## config.mk

```make
export PLATFORM = sky130hd
export DESIGN_NAME = delay_arbiter_flat
export DESIGN_NICKNAME = d
export VERILOG_FILES = /design/src/rtl/delay_arbiter_pkg.sv /design/src/rtl/delay_arbiter_if.sv /design/src/rtl/delay_arbiter_rr_arbiter.sv /design/src/rtl/delay_arbiter.sv /design/src/flat_wrapper.sv
export SDC_FILE = /design/constraint.sdc
export NUM_CORES = 1
export LEC_CHECK = 0
export ABC_CLOCK_PERIOD_IN_PS = 3000
export BUFFER_PORTS_ARGS = -buffer_cell sky130_fd_sc_hd__buf_4
export CORE_MARGIN = 2
export CORE_UTILIZATION = 45
export DETAILED_ROUTE_END_ITERATION = 10
export MAX_ROUTING_LAYER = met4
export PLACE_DENSITY_LB_ADDON = 0.12
export SYNTH_ARGS = -nofsm -noshare
export SYNTH_HDL_FRONTEND = slang
export SYNTH_SLANG_ARGS = --single-unit
```

## constraint.sdc

```tcl
create_clock -name clk -period 3 [get_ports clk]
set_clock_uncertainty 0.05 [all_clocks]
set_input_delay 0.15 -clock clk [delete_from_list [all_inputs] [get_ports clk]]
set_output_delay 0.15 -clock clk [all_outputs]
set_load 0.05 [all_outputs]
```

## src/rtl/delay_arbiter_pkg.sv

```systemverilog
// rtl/delay_arbiter_pkg.sv - shared types, defaults and round-robin pick function
package delay_arbiter_pkg;

    localparam int DEF_NUM_REQ = 4;
    localparam int DEF_DATA_W  = 32;

    // Widest arbiter the pick function supports; narrower ones zero-extend.
    localparam int MAX_REQ  = 16;
    localparam int MAX_ID_W = 4;

    typedef enum logic [1:0] {
        IDLE  = 2'd0,
        COUNT = 2'd1,
        DONE  = 2'd2
    } state_t;

    typedef struct packed {
        logic                valid;
        logic [MAX_ID_W-1:0] idx;
    } pick_t;

    // Scan from ptr+1 upward, wrapping at num_req; the first asserted request wins.
    function automatic pick_t rr_pick(
        input logic [MAX_REQ-1:0]  req,
        input logic [MAX_ID_W-1:0] ptr,
        input int unsigned         num_req
    );
        pick_t       res;
        int unsigned idx;
        res = '0;
        for (int unsigned k = 1; k <= MAX_REQ; k++) begin
            idx = 32'(ptr) + k;
            if (idx >= num_req) begin
                idx = idx - num_req;
            end
            if (k <= num_req && idx < MAX_REQ && !res.valid && req[idx[MAX_ID_W-1:0]]) begin
                res.valid = 1'b1;
                res.idx   = idx[MAX_ID_W-1:0];
            end
        end
        return res;
    endfunction

endpackage

```

## src/rtl/delay_arbiter_if.sv

```systemverilog
// rtl/delay_arbiter_if.sv - requester-side bundle of the shared delay arbiter
interface delay_arbiter_if
    import delay_arbiter_pkg::*;
#(
    parameter int NUM_REQ = DEF_NUM_REQ,
    parameter int DATA_W  = DEF_DATA_W
);
    localparam int ID_W = $clog2(NUM_REQ);

    logic [NUM_REQ-1:0]        req;
    logic [NUM_REQ*DATA_W-1:0] delay_in;
    logic                      abort;
    logic [NUM_REQ-1:0]        ack;
    logic [NUM_REQ-1:0]        done;
    logic                      busy;
    logic [ID_W-1:0]           grant_id;

    modport master (
        output req, delay_in, abort,
        input  ack, done, busy, grant_id
    );

    modport slave (
        input  req, delay_in, abort,
        output ack, done, busy, grant_id
    );

endinterface

```

## src/rtl/delay_arbiter_rr_arbiter.sv

```systemverilog
// rtl/delay_arbiter_rr_arbiter.sv - combinational round-robin arbiter
module rr_arbiter
    import delay_arbiter_pkg::*;
#(
    parameter int NUM_REQ = DEF_NUM_REQ,
    localparam int ID_W   = $clog2(NUM_REQ)
) (
    input  logic [NUM_REQ-1:0] req,
    input  logic [ID_W-1:0]    ptr,
    output logic [ID_W-1:0]    grant,
    output logic               grant_valid
);

    pick_t pick;

    // Widen to the package function's fixed width; the range guard is always true for a real winner.
    always_comb begin
        pick        = rr_pick(MAX_REQ'(req), MAX_ID_W'(ptr), NUM_REQ);
        grant       = pick.idx[ID_W-1:0];
        grant_valid = pick.valid && (int'(pick.idx) < NUM_REQ);
    end

endmodule

```

## src/rtl/delay_arbiter.sv

```systemverilog
// rtl/delay_arbiter.sv - one delay counter time-shared among round-robin requesters
module delay_arbiter
    import delay_arbiter_pkg::*;
#(
    parameter int NUM_REQ = DEF_NUM_REQ,
    parameter int DATA_W  = DEF_DATA_W,
    localparam int ID_W   = $clog2(NUM_REQ)
) (
    input logic             clk,
    input logic             rst_n,
    delay_arbiter_if.slave  bus
);

    state_t            state, state_n;
    logic [DATA_W-1:0] cnt, cnt_n;
    logic [DATA_W-1:0] dly, dly_n;
    logic [ID_W-1:0]   ptr, ptr_n;
    logic [ID_W-1:0]   gid, gid_n;
    logic              first, first_n;

    logic [ID_W-1:0]   pick;
    logic              pick_valid;
    logic [DATA_W-1:0] delay_arr [NUM_REQ];

    for (genvar i = 0; i < NUM_REQ; i++) begin : g_unpack
        assign delay_arr[i] = bus.delay_in[i*DATA_W +: DATA_W];
    end

    rr_arbiter #(.NUM_REQ(NUM_REQ)) u_rr (
        .req         (bus.req),
        .ptr         (ptr),
        .grant       (pick),
        .grant_valid (pick_valid)
    );

    // State, counter, latched delay, pointer and grantee registers.
    always_ff @(posedge clk) begin
        if (!rst_n) begin
            state <= IDLE;
            cnt   <= '0;
            dly   <= '0;
            ptr   <= ID_W'(NUM_REQ - 1);
            gid   <= '0;
            first <= 1'b0;
        end else begin
            state <= state_n;
            cnt   <= cnt_n;
            dly   <= dly_n;
            ptr   <= ptr_n;
            gid   <= gid_n;
            first <= first_n;
        end
    end

    // Next-state logic: grant in IDLE, count up to the latched delay, abort wins over expiry.
    always_comb begin
        state_n = state;
        cnt_n   = cnt;
        dly_n   = dly;
        ptr_n   = ptr;
        gid_n   = gid;
        first_n = 1'b0;
        case (state)
            IDLE: begin
                if (pick_valid) begin
                    state_n = COUNT;
                    dly_n   = delay_arr[pick];
                    cnt_n   = '0;
                    gid_n   = pick;
                    first_n = 1'b1;
                end
            end
            COUNT: begin
                if (bus.abort) begin
                    state_n = IDLE;
                    ptr_n   = gid;
                end else if (cnt < dly) begin
                    cnt_n = cnt + DATA_W'(1);
                end else begin
                    state_n = DONE;
                end
            end
            DONE: begin
                state_n = IDLE;
                ptr_n   = gid;
            end
            default: begin
                state_n = IDLE;
            end
        endcase
    end

    // Output decode: ack only on the first COUNT cycle, done only in DONE.
    always_comb begin
        bus.ack      = (state == COUNT && first) ? (NUM_REQ'(1) << gid) : '0;
        bus.done     = (state == DONE) ? (NUM_REQ'(1) << gid) : '0;
        bus.busy     = (state != IDLE);
        bus.grant_id = gid;
    end

endmodule

```

## src/flat_wrapper.sv

```systemverilog
// flat-port wrapper written by rule: the top's interface ports become plain ports
module delay_arbiter_flat import delay_arbiter_pkg::*;
#(
    parameter int NUM_REQ = DEF_NUM_REQ,
    parameter int DATA_W  = DEF_DATA_W,
    localparam int ID_W   = $clog2(NUM_REQ)
)
  (clk, rst_n, bus_req, bus_delay_in, bus_abort, bus_ack, bus_done, bus_busy, bus_grant_id);
  delay_arbiter_if #(.NUM_REQ(NUM_REQ), .DATA_W(DATA_W)) bus_i ();
  input logic clk;
  input logic rst_n;
  input wire logic [$bits(bus_i.req)-1:0] bus_req;
  input wire logic [$bits(bus_i.delay_in)-1:0] bus_delay_in;
  input wire logic [$bits(bus_i.abort)-1:0] bus_abort;
  output wire logic [$bits(bus_i.ack)-1:0] bus_ack;
  output wire logic [$bits(bus_i.done)-1:0] bus_done;
  output wire logic [$bits(bus_i.busy)-1:0] bus_busy;
  output wire logic [$bits(bus_i.grant_id)-1:0] bus_grant_id;
  assign bus_i.req = bus_req;
  assign bus_i.delay_in = bus_delay_in;
  assign bus_i.abort = bus_abort;
  assign bus_ack = bus_i.ack;
  assign bus_done = bus_i.done;
  assign bus_busy = bus_i.busy;
  assign bus_grant_id = bus_i.grant_id;
  delay_arbiter #(.NUM_REQ(NUM_REQ), .DATA_W(DATA_W)) u_core (.clk(clk), .rst_n(rst_n), .bus(bus_i));
endmodule
```

==> impl_metrics.env <==
export IMPL_rr_startpoint="u_core.ptr[1]"
export IMPL_grt_max_degree=43
export IMPL_avgSynthCellArea_um2=8.76
export IMPL_grt_met2_usage_pct=43.0
export IMPL_crit_buf_inv=1
export IMPL_ys_top_cells_by_count="dfxtp_1 (71), mux2i_1 (55), inv_1 (46)"
export IMPL_ys_top_cells_by_area="dfxtp_1 (29%), mux2i_1 (11%), ha_1 (9.3%)"
export IMPL_ant_nets=0
export IMPL_clkTransAtPathRegs_ps=80
export IMPL_wire_per_inst_um=16.6
export IMPL_grt_pass1_wl_mm=22.2
export IMPL_maxSlewViolCount=0
export IMPL_grt_busiest_layer="met2"
export IMPL_max_freq_mhz=348
export IMPL_drc_errors=0
export IMPL_yosys_cell_types_count=64
export IMPL_setup_viol=0
export IMPL_wl_mm=14.2
export IMPL_fin_util_pct=60.1
export IMPL_synth_cells=569
export IMPL_numCtsBuffers=9
export IMPL_fin_hold_ws_ps=8.19
export IMPL_yosysMostFrequentCell="dfxtp_1"
export IMPL_crit_type="reg2reg"
export IMPL_arrival_ps=3120
export IMPL_area_delta_synth_final_pct=30.8
export IMPL_nets=886
export IMPL_syn_nets=741
export IMPL_vias_per_cell=5.68
export IMPL_grt_util_met1_pct=28.0
export IMPL_synth_warnings=0
export IMPL_crit_family="simple AND/OR/NAND/NOR gates"
export IMPL_r2r_slack_ps=130
export IMPL_yosysSeqAreaShare_pct=28.5
export IMPL_ys_ff_latch=71
export IMPL_finalCritPeriodShare_pct=95.7
export IMPL_async_reset_ff_share_pct=0
export IMPL_timing_final_hold_violations=0
export IMPL_ctsLongestPathBuffers=2
export IMPL_crit_path_end_kind="flop"
export IMPL_cts_setup_buffers=0
export IMPL_netlist_area_um2=4980
export IMPL_core_um2=10800
export IMPL_hp_start="bus_delay_in[17]"
export IMPL_num_rows=38
export IMPL_yosys_area_top_type_share_pct=28.5
export IMPL_max_slew_margin_pct=50.2
export IMPL_holdPathEnd="u_core.dly[17]"
export IMPL_io_buffers=145
export IMPL_yosys_area_top_type="dfxtp_1"
export IMPL_p_per_area_nw_per_um2=522
export IMPL_die_h_um=109
export IMPL_startpoint_type="flop"
export IMPL_dieWidth_um=109
export IMPL_dr_pass1_iters=5
export IMPL_slowest_stage="or4_4"
export IMPL_rsz0062_at_grt="true"
export IMPL_ios=146
export IMPL_grt_usage_pct=24.7
export IMPL_layout_drive_gt1_share_pct=32.0
export IMPL_gp_congestion=0.814
export IMPL_antenna_found_initial=0
export IMPL_tightest_slew_ps=746
export IMPL_overflow=0
export IMPL_cts_sinks=71
export IMPL_first_global_vias=4577
export IMPL_period_needed_ps=2870
export IMPL_run_status="finished clean"
export IMPL_die_area_um2=11900
export IMPL_slowest_delay_ps=630
export IMPL_clockRootBuffer="clkbuf_8"
export IMPL_worstRegToRegCells=8
export IMPL_ys_flop_type="dfxtp_1"
export IMPL_ir_drop_mv=0.284
export IMPL_drt_iter0_drc=219
export IMPL_grtUsageMet3_pct=3.65
export IMPL_crit_fanout=16
export IMPL_power_total_mw=3.40
export IMPL_vias=4883
export IMPL_required_ps=3250
export IMPL_post_dp_hpwl_mm=11.0
export IMPL_cts_tree="done"
export IMPL_drv_cap=0
export IMPL_p_leak_nw=2.84
export IMPL_n_antenna_cell=0
export IMPL_synth_edf_count=0
export IMPL_r2r_end="u_core.cnt[25]"
export IMPL_hold_class="in2reg"
export IMPL_worstSkewPairLatency_ps=370
export IMPL_start_util_pct=46.0
export IMPL_htreeDepth=3
export IMPL_path_cells="inv_1 > ha_2 > or3_1 > nand4_2 > o21ai_2 > or4_4 > or4b_1 > o21ai_0"
export IMPL_hold_depth=3
==> through the flow <==
stage               setup TNS [ps]  area (um2)  std cells  worst slack (ps)
floorplan                        0        4980        569               107
global placement                 0        6220        840              84.9
detailed placement               0        6220        840              76.9
CTS                              0        6450        858              59.2
global route                 -24.9        6520        859             -24.9
finish                           0        6520        859               128
==> layer usage <==
| layer | up-vias | wire length, um |
|---|---|---|
| li1 | 2423 | - |
| met1 | 2271 | 6040 |
| met2 | 158 | 7000 |
| met3 | 31 | 781 |
| met4 | 0 | 425 |
| met5 | - | 0 |
==> what timing repair did <==
| action | CTS | global route |
|---|---|---|
| endpoints found under the setup margin | 0 | 33 |
| endpoints found under the hold margin | 3 | 0 |
| resized for setup | 0 | 10 |
| hold buffers | 2 | 0 |
==> power by group <==
group / switching, mW / internal, mW / total (mW)
combinational: 0.741 / 0.686 / 1.43
sequential: 0.0839 / 1.07 / 1.16
clock: 0.389 / 0.428 / 0.817
==> worst max path at each step <==
stage	startpoint	to	cells after the start
3_3_place_gp	u_core.dly[14]	u_core.cnt[1]	9
6_report	u_core.ptr[1]	u_core.cnt[25]	8
4_1_cts	u_core.dly[15]	u_core.cnt[1]	9
2_1_floorplan	u_core.ptr[0]	u_core.cnt[31]	11
5_1_grt	u_core.ptr[0]	u_core.cnt[25]	8
3_5_place_dp	u_core.dly[15]	u_core.cnt[1]	9
==> cell families after synthesis <==
group                      after synthesis  synth area share, %
DFF                                     71                 28.5
AOI/OAI and AO/OA                      124                 17.2
and+or+nand+nor                        172                 19.1
xor gates and xnor gates                 6                 1.05
buffers and inverters                   75                 6.86
muxes                                   84                 17.9
adders and majority gates               37                 9.29
==> layout by cell type, fill, tap and decap left out, drive strengths merged, types with 3 or more instances in the layout <==
cell type	count
mux2	28
o211ai	11
nor4	7
nand2	44
clkbuf	12
ha	37
a22oi	16
o22ai	12
or4	13
dfxtp	71
xnor2	5
inv	46
nand3	14
buf	160
or3	21
a211oi	11
nand4	11
nand2b	4
clkinv	3
nor2	26
o21ai	27
and3	4
o221ai	9
nor3	12
a21oi	19
mux2i	55
==> layout make-up <==
cell class | count | area (um2)
fillers | 953 | 4320
multi-input cells | 423 | 3280
flip-flops and latches | 71 | 1420
repair buffers | 163 | 1260
well taps | 140 | 175
inverters | 46 | 173
clock buffers | 11 | 151
clock inverters | 5 | 56.3
==> state kept, by name, indices dropped and copies added, names as in the netlist <==
name                 flops
u_core.bus.grant_id      2
u_core.state             2
u_core.cnt              32
u_core.ptr               2
u_core.first             1
u_core.dly              32
==> worst reg2reg max path: cells and delay by family, from the launching register on <==
family / cells / cell delay [ps]
AO/OA/AOI/OAI: 2 / 180
adder cells (fa/ha/maj): 1 / 340
buffers and inverters: 1 / 130
flip-flops: 1 / 310
AND/OR/NAND/NOR: 4 / 1790
Note: power is estimated with default switching activity, not from simulation.
